### src/rtl/sx1278_pkg.sv
// Shared constants for the SX1278 LoRa link.
// Input bit map, sampler FSM encoding, FIFO values.
package sx1278_pkg;

  localparam int RAW_W     = 7;
  localparam int PAYLOAD_W = 8;

  localparam int VRX_BIT  = 6;
  localparam int VRY_BIT  = 5;
  localparam int SW_BIT   = 4;
  localparam int BTN1_BIT = 3;
  localparam int BTN2_BIT = 2;
  localparam int BTN3_BIT = 1;
  localparam int BTN4_BIT = 0;

  localparam logic [7:0] REG_FIFO           = 8'h00;
  localparam logic [7:0] REG_FIFO_ADDR_PTR  = 8'h0D;
  localparam logic [7:0] REG_FIFO_TX_BASE   = 8'h0E;
  localparam logic [7:0] REG_PAYLOAD_LENGTH = 8'h22;
  localparam logic [7:0] FIFO_TX_BASE       = 8'h80;
  localparam logic [7:0] PAYLOAD_LENGTH     = 8'd1;

  typedef enum logic {
    ST_IDLE  = 1'b0,
    ST_OFFER = 1'b1
  } smp_state_e;

  function automatic logic [PAYLOAD_W-1:0] pack_payload(
    input logic [RAW_W-1:0] lvl,
    input logic             seq
  );
    return {lvl, seq};
  endfunction

endpackage

### src/rtl/input_payload_sampler_debounce_bit.sv
// One input channel: 2-FF synchroniser then
// a hold-time debouncer feeding the stable level.
module debounce_bit #(
  parameter int DEBOUNCE_CYCLES = 100_000
) (
  input  logic clk,
  input  logic rst_n,
  input  logic raw,
  output logic stable
);

  localparam int CW = $clog2(DEBOUNCE_CYCLES);
  localparam logic [CW-1:0] CNT_MAX =
    CW'(DEBOUNCE_CYCLES - 1);

  logic [1:0]    sync_q;
  logic [CW-1:0] cnt_q;

  // Two-stage synchroniser for the asynchronous input.
  always_ff @(posedge clk or negedge rst_n) begin
    if (!rst_n) begin
      sync_q <= 2'b00;
    end else begin
      sync_q <= {sync_q[0], raw};
    end
  end

  // Accept a new level only after it has held for the full window.
  always_ff @(posedge clk or negedge rst_n) begin
    if (!rst_n) begin
      cnt_q  <= '0;
      stable <= 1'b0;
    end else if (sync_q[1] == stable) begin
      cnt_q <= '0;
    end else if (cnt_q == CNT_MAX) begin
      cnt_q  <= '0;
      stable <= sync_q[1];
    end else begin
      cnt_q <= cnt_q + 1'b1;
    end
  end

endmodule

### src/rtl/input_payload_sampler.sv
// Debounces the operator inputs and offers one-byte
// payloads on change or heartbeat via valid/ready.
module input_payload_sampler
  import sx1278_pkg::*;
#(
  parameter int DEBOUNCE_CYCLES  = 100_000,
  parameter int HEARTBEAT_CYCLES = 10_000_000
) (
  input  logic                 clk,
  input  logic                 rst_n,
  input  logic [RAW_W-1:0]     raw_in,
  output logic [PAYLOAD_W-1:0] payload,
  output logic                 payload_valid,
  input  logic                 payload_ready,
  output logic [RAW_W-1:0]     stable
);

  localparam int HW = $clog2(HEARTBEAT_CYCLES);
  localparam logic [HW-1:0] HB_MAX =
    HW'(HEARTBEAT_CYCLES - 1);

  smp_state_e           state_q;
  smp_state_e           state_d;
  logic [RAW_W-1:0]     last_sent_q;
  logic                 seq_q;
  logic [HW-1:0]        hb_q;
  logic [PAYLOAD_W-1:0] payload_q;
  logic                 hb_due;
  logic                 send_req;
  logic                 load;
  logic                 xfer;

  for (genvar i = 0; i < RAW_W; i++) begin : g_db
    debounce_bit #(
      .DEBOUNCE_CYCLES(DEBOUNCE_CYCLES)
    ) u_db (
      .clk   (clk),
      .rst_n (rst_n),
      .raw   (raw_in[i]),
      .stable(stable[i])
    );
  end

  assign hb_due   = (hb_q == HB_MAX);
  assign send_req = (stable != last_sent_q) || hb_due;

  // FSM state register.
  always_ff @(posedge clk or negedge rst_n) begin
    if (!rst_n) begin
      state_q <= ST_IDLE;
    end else begin
      state_q <= state_d;
    end
  end

  // Next state: offer on change or heartbeat, return on transfer.
  always_comb begin
    state_d = state_q;
    unique case (state_q)
      ST_IDLE:  if (send_req)      state_d = ST_OFFER;
      ST_OFFER: if (payload_ready) state_d = ST_IDLE;
      default:  state_d = ST_IDLE;
    endcase
  end

  // FSM strobes: payload load in IDLE, transfer in OFFER.
  always_comb begin
    load = 1'b0;
    xfer = 1'b0;
    unique case (state_q)
      ST_IDLE:  load = send_req;
      ST_OFFER: xfer = payload_ready;
      default: ;
    endcase
  end

  // Payload is captured once and held through the offer.
  always_ff @(posedge clk or negedge rst_n) begin
    if (!rst_n) begin
      payload_q <= '0;
    end else if (load) begin
      payload_q <= pack_payload(stable, seq_q);
    end
  end

  // Handshake bookkeeping: remember what was sent, flip seq.
  always_ff @(posedge clk or negedge rst_n) begin
    if (!rst_n) begin
      last_sent_q <= '0;
      seq_q       <= 1'b0;
    end else if (xfer) begin
      last_sent_q <= payload_q[PAYLOAD_W-1:1];
      seq_q       <= ~seq_q;
    end
  end

  // Heartbeat: saturating count since the last handshake.
  always_ff @(posedge clk or negedge rst_n) begin
    if (!rst_n) begin
      hb_q <= '0;
    end else if (xfer) begin
      hb_q <= '0;
    end else if (!hb_due) begin
      hb_q <= hb_q + 1'b1;
    end
  end

  assign payload       = payload_q;
  assign payload_valid = (state_q == ST_OFFER);

endmodule

### config.mk
export PLATFORM = sky130hd
export DESIGN_NAME = input_payload_sampler
export DESIGN_NICKNAME = d
export VERILOG_FILES = /design/src/rtl/sx1278_pkg.sv /design/src/rtl/input_payload_sampler_debounce_bit.sv /design/src/rtl/input_payload_sampler.sv
export SDC_FILE = /design/constraint.sdc
export NUM_CORES = 1
export LEC_CHECK = 0
export CORE_MARGIN = 5
export CORE_UTILIZATION = 42
export CTS_CLUSTER_DIAMETER = 100
export DETAILED_ROUTE_END_ITERATION = 16
export SLEW_MARGIN = 0
export SYNTH_ARGS = -nofsm -noshare
export SYNTH_HDL_FRONTEND = slang
export SYNTH_HIERARCHICAL = 1
export SYNTH_SLANG_ARGS = --single-unit
### constraint.sdc
create_clock -name clk -period 3 [get_ports clk]
set_input_delay 0.3 -clock clk [delete_from_list [all_inputs] [get_ports clk]]
set_output_delay 0.3 -clock clk [all_outputs]
set_load 0.1 [all_outputs]
==> impl_results.md, run 1 <==
* Layout Nets at 873
* Crit path arrival time at about 2.9 ns
* Post-detailed-route count of antenna-violating nets at 0
* Final hold violations at 0
* Vias/cell at 5.03
* Top cell type's share of synthesized area at 0.531
* DRC at 0
* Total GRT Usage at 0.140
* Fin area at about 0.0096 mm²
* RSZ-0062 raised after global routing: false
* Synth area leaders: dfrtp_1 53%, xnor2_1 10%, nor2_1 6.6%
* Minimum clock period at 2.63 ns
* Vert. Die Dim at 153 µm
* Clock slew at reported path FFs at 0.06 ns
* Final GP Congestion at 0.791
* Site row count at 52
* Average size of a mapped cell at 10.4 µm²
* Leading area contributor after synthesis: dfrtp_1
* DP Worst Slack at 0.407 ns
* Metal-1 WL at 7630 µm
* Main synth FF type: dfrtp_1
* First-pass GRT wire length at between 20000 and 30000 µm
* Die Span X at 153 µm
* CP Max Fanout at 8
* Number of top-level pins at 26
* Tot Pwr at 0.00511 W
* Yosys cell types at 36
* Status: finished, final reports clean
* Seq cells post-synth at 181
* Pins Over Slew Limit at 0
* Clock Sinks at 181
* Total CTS buffers at 17
* Vias in the first global route at 5624
* Final worst-path cycle share at 0.878
* Post-CTS Resized at 0
* Metal2 WL at 7080 µm
* Ant diodes at 0
* CTS H-tree depth at 4
* Post-Syn Nets at 835
* Setup TNS after final layout at 0 ns
* CTS max path bufs at 2
* Worst setup margin at around 0.37 ns
* Core Util, Final at 0.477
* Root Driver: clkbuf_16
* Post-CTS Hold Fix Bufs at 1
* Initial core utilization at 0.425
* CP endpoint kind: flop
* Crit path kind: reg2reg
* CORE AREA at between 0.02 and 0.025 mm²
* Relative slew slack at 0.555
* Total wire length at 15400 µm
* Post-synth ARST share at 1.00
* Post-DP HPWL at 10500 µm
* Met3 wire length at about 370 µm
* Share of cells above drive strength 1 at 0.0979
* Fmax achieved at about 380 MHz
* IO buf count at 25
* Number of enable flip-flop cells after synthesis at 0
* Area after DPL at 0.00901 mm²
* Yosys warns at 6
* WL per Instance at 13.5 µm
* Count leader, synth: dfrtp_1
* CP startpoint kind: flop
* Worst-Skew Late Latency at 0.43 ns
* First-pass DRT Iterations at 4
* Peak supply drop at 0.000329 V
* Die area at 0.0233 mm²
* Number of max-capacitance violations reported at 0
* Grt total ovfl at 0
* Worst path required time at 3.31 ns
* Post-CTS Setup Bufs at 0
* Actual slew at the worst max-slew pin at 0.667 ns
* DRC violation total after the first TritonRoute iteration at 248
* Lkg Pwr at around 3.9 nW
* Top post-synthesis cells by count: 181 x dfrtp_1, 149 x nor2_1, 102 x xnor2_1
* Mapped cell area at 0.00853 mm²
* Post-synthesis sequential area ratio at 0.531
* CTS tree: done
* Clock Skew at about 0.0087 ns
* Largest net degree at the start of global routing at 84
* Top Metal Used: met4
* Layout area overhead at 12.4%
* Via count at between 5000 and 6000
* Power Density at ~530 mW/mm²
* Post-Syn Instances at 817
* Hold Path Class: in2reg
* Initial antenna violation count at 0
* Setup violators final at 0
-- report_power, final --
| part | internal [W] | switching [W] | leakage [nW] |
|---|---|---|---|
| Clock | 0.00118 | 0.000963 | 0.271 |
| Sequential | 0.00254 | 0.000113 | 2.46 |
| Combinational | 0.000127 | 0.000188 | 1.18 |
| Total | 0.00384 | 0.00126 | 3.91 |
-- layout make-up --
type / count / area, µm²
Multi-Input combinational cell: 597 / 3780
Clock inverter: 13 / 124
Timing Repair Buffer: 32 / 282
Tap cell: 270 / 338
Inverter: 26 / 97.6
Clock buffer: 19 / 443
Fill cell: 1878 / 10500
Sequential cell: 181 / 4530
-- state kept, by name, indices dropped and copies added, names as in the netlist --
name and flops:
payload 8, payload_valid 1, seq_q 1, last_sent_q 7
g_db.u_db/sync_q 14, hb_q 24, g_db.u_db/stable 7, g_db.u_db/cnt_q 119
-- worst max-delay path, cell delays in order (launching register included) --
cell      delay (ns)
dfrtp_1         0.41
or4b_1          0.56
or4_1           0.54
nand4b_4        0.28
a21oi_4         0.35
mux2_2          0.37
-- worst paths after layout --
path | from | endpoint | slack [ns] | cells after the start
min reg2reg | g_db[3].u_db/sync_q[0] | g_db[3].u_db/sync_q[1] | 0.35 | 0
max | hb_q[16] | payload[3] | 0.37 | 5
min | raw_in[4] | g_db[4].u_db/sync_q[0] | 0.31 | 1
min in group asynchronous | rst_n | g_db[1].u_db/cnt_q[7] | 0.49 | 2
max reg2reg | hb_q[16] | payload[3] | 0.37 | 5
max in group asynchronous | rst_n | g_db[5].u_db/cnt_q[14] | 1.77 | 3
-- through the flow --
stage | hold slack, ns | instances
floorplan | 0.00441 | 817
global placement | 0.333 | 1105
detailed placement | 0.336 | 1105
global route | 0.285 | 1138
finish | 0.310 | 1138
CTS | 0.288 | 1138
-- cell usage in the layout (no fill, tap or decap), types with 7 or more instances in the layout --
master	instances
clkbuf_16	17
nand2_1	57
nand3_1	42
dfrtp_1	181
nor4_1	38
ha_1	8
nor4_2	7
nor3b_1	8
and4_1	11
xnor2_1	102
nor2_1	149
inv_1	26
clkdlybuf4s50_1	8
buf_4	21
mux2_2	14
nor3_1	36
xor2_1	37
nand4_1	45
or4b_1	8
a41o_2	7
-- routing by layer --
layer / vias up / global-route usage
li1: 2929 / -
met1: 2733 / 0.196
met2: 49 / 0.215
met3: 18 / 0.0355
met4: 0 / 0.0450
met5: - / 0
-- kinds of logic (layout without fill, tap and decap cells) --
kind of cell	after synthesis	count (layout)	share of synthesized area
buffers and inverters	39	90	0.0265
AND/OR/NAND/NOR	412	412	0.246
adder cells (fa/ha/maj)	8	8	0.0117
XOR/XNOR	139	139	0.143
AO/OA/AOI/OAI	22	22	0.0218
flip-flops	181	181	0.531
multiplexers	16	16	0.0210
Note: power is estimated with default switching activity, not from simulation.
==> run 2, diff against run 1 <==
Settings changed: SLEW_MARGIN 0 to 20.
==> results of run 2 <==
No change in the layout: final DEF, timing and power equal those of run 1.
==> run 3, diff against run 2 <==
==> constraint.sdc (replaced) <==
create_clock -name clk -period 3 [get_ports clk]
set_input_delay 0.6 -clock clk [delete_from_list [all_inputs] [get_ports clk]]
set_output_delay 0.6 -clock clk [all_outputs]
set_load 0.1 [all_outputs]
==> run 3 against run 2 <==
- worst hold slack got worse by 0.12 ns
- cell count decreased by 0.35%
- die area is the same
- non-clock buffer count decreased by 4
- first-iteration DRC count increased by 7.7%
- via count is 1.3% higher
- final area decreased by 0.17%
- clock-buffer cell count increased by 4
- critical path type unchanged
- largest cell class unchanged
- largest power group unchanged
- highest routed layer unchanged
==> impl_results.md, run 3 (same netlist as run 1, synthesis figures left out) <==
* Clock slew at reported path FFs at 0.06 ns
* Final worst-path cycle share at 0.868
* Max incr delay on CP at between 0.5 and 0.6 ns
* Clock Sinks at 181
* IO buf count at 25
* Area after DPL at around 0.009 mm²
* Post-CTS Hold Fix Bufs at 0
* Setup violators final at 0
* WL per Instance at 13.6 µm
* Final GP Congestion at around 0.75
* Post-DP HPWL at 10500 µm
* Top Registers: g_db.u_db/cnt_q: 119 flops, hb_q: 24 flops, g_db.u_db/sync_q: 14 flops
* Crit path max-delay family: simple AND/OR/NAND/NOR gates
* CP startpoint kind: flop
* Number of max-capacitance violations reported at 0
* Crit path kind: reg2reg
* Hold WS at roughly 0.19 ns
* First-pass DRT Iterations at 4
* Fin area at 0.00958 mm²
* Total CTS buffers at 17
* Relative slew slack at 0.574
* Share of cells above drive strength 1 at 0.0914
* DRC violation total after the first TritonRoute iteration at 267
* Via count at 5802
* CTS max path bufs at 2
* Setup TNS after final layout at 0 ns
* Largest net degree at the start of global routing at 68
* Hold Path Class: in2async
* Grt total ovfl at 0
* Most common cell after layout, fill and taps aside: dfrtp_1
* Largest reg by FF count: g_db.u_db/cnt_q
* Status: finished, final reports clean
* CP Cell Sequence: or4b_1 -> or4_1 -> nand4b_4 -> a21oi_4 -> mux2_2
* Layout Nets at about 870
* Clock Skew at 0.00733 ns
* Post-CTS Setup Bufs at 0
* CTS tree: done
* Initial antenna violation count at 0
* Vias in the first global route at 5670
* Power Density at between 500 and 600 mW/mm²
* Fmax achieved at 384 MHz
* CP bufs+invs at 0
* Post-CTS Resized at 0
* Ant diodes at 0
* Actual slew at the worst max-slew pin at 0.633 ns
* Pins Over Slew Limit at 0
* Crit path arrival time at 2.91 ns
* First-pass GRT wire length at 27300 µm
* Post-detailed-route count of antenna-violating nets at 0
* Vert. Die Dim at 153 µm
* Worst path slowest cell: or4b_1
* Initial core utilization at 0.425
* Site row count at 52
* CORE AREA at ~0.02 mm²
* CP Max Fanout at 8
* Worst-Skew Late Latency at 0.42 ns
* Total wire length at 15400 µm
* Peak supply drop at 0.000324 V
* Die Span X at 153 µm
* DRC at 0
* CP endpoint kind: flop
* Number of top-level pins at 26
* Tot Pwr at approximately 0.0051 W
* Vias/cell at 5.12
* Worst path required time at about 3.3 ns
* Total GRT Usage at 0.140
* Max reg flops at 119
* Commonest cells after routing, fill and taps aside: 181 x dfrtp_1, 149 x nor2_1, 102 x xnor2_1, 57 x nand2_1, 45 x nand4_1
* Final hold violations at 0
* Die area at 0.0233 mm²
* Layout area overhead at 12.2%
* Lkg Pwr at 3.90 nW
* CTS H-tree depth at 4
* Minimum clock period at 2.60 ns
* Root Driver: clkbuf_16
* RSZ-0062 raised after global routing: false
## run 3: cell types whose count changed in the layout (fill, tap and decap cells not counted)
| cell | delta |
|---|---|
| clkinvlp_4 | -3 |
| clkbuf_1 | +3 |
| clkinv_2 | +3 |
| clkinv_4 | -1 |
| dlygate4sd3_1 | -1 |
| buf_4 | -4 |
| bufinv_16 | +1 |
| clkbuf_8 | +1 |
| inv_6 | -4 |
| buf_12 | +1 |
## run 3: through the flow
stage / std cells / setup slack [ns] / utilization
6_report: 1134 / 0.397 / 0.476
3_3_place_gp: 1102 / 0.427 / 0.448
5_1_grt: 1134 / 0.292 / 0.476
3_5_place_dp: 1102 / 0.408 / 0.448
2_1_floorplan: 817 / 0.618 / -
4_1_cts: 1134 / 0.390 / 0.476
## run 3: report_power, final
part           total [W]  leakage [nW]  internal [W]  switching [W]
registers        0.00266          2.46       0.00254       0.000116
clock network    0.00216         0.285       0.00127       0.000897
logic           0.000311          1.16      0.000124       0.000186
total            0.00513          3.90       0.00393        0.00120
## run 3: metal layers
metal  wire length (µm)  global-route usage  up-vias
li1                   -                   -     2916
met1               7360               0.188     2812
met2               7420               0.229       60
met3                441              0.0324       14
met4                174              0.0395        0
met5                  0                   0        -
## run 3: path summary, 6_finish.rpt
| kind | cells after the start | slack (ns) | end | start |
|---|---|---|---|---|
| max in group asynchronous | 2 | 2.09 | g_db[3].u_db/cnt_q[4] | rst_n |
| min | 1 | 0.19 | g_db[1].u_db/cnt_q[7] | rst_n |
| min reg2reg | 0 | 0.35 | g_db[4].u_db/sync_q[1] | g_db[4].u_db/sync_q[0] |
| max | 5 | 0.40 | payload[0] | hb_q[16] |
| min in group clk | 0 | 0.35 | g_db[4].u_db/sync_q[1] | g_db[4].u_db/sync_q[0] |
| max reg2reg | 5 | 0.40 | payload[0] | hb_q[16] |
## run 3: final cells by class
class	count	area (µm²)
clock buffers	23	468
clock inverters	9	103
fillers	1881	10500
inverters	26	97.6
multi-input cells	597	3780
flip-flops and latches	181	4530
well taps	270	338
repair buffers	28	262
## run 3: worst reg2reg max path, stage by stage, from the launching register on
cell	delay, ns
dfrtp_1	0.41
or4b_1	0.54
or4_1	0.53
nand4b_4	0.27
a21oi_4	0.36
mux2_2	0.37
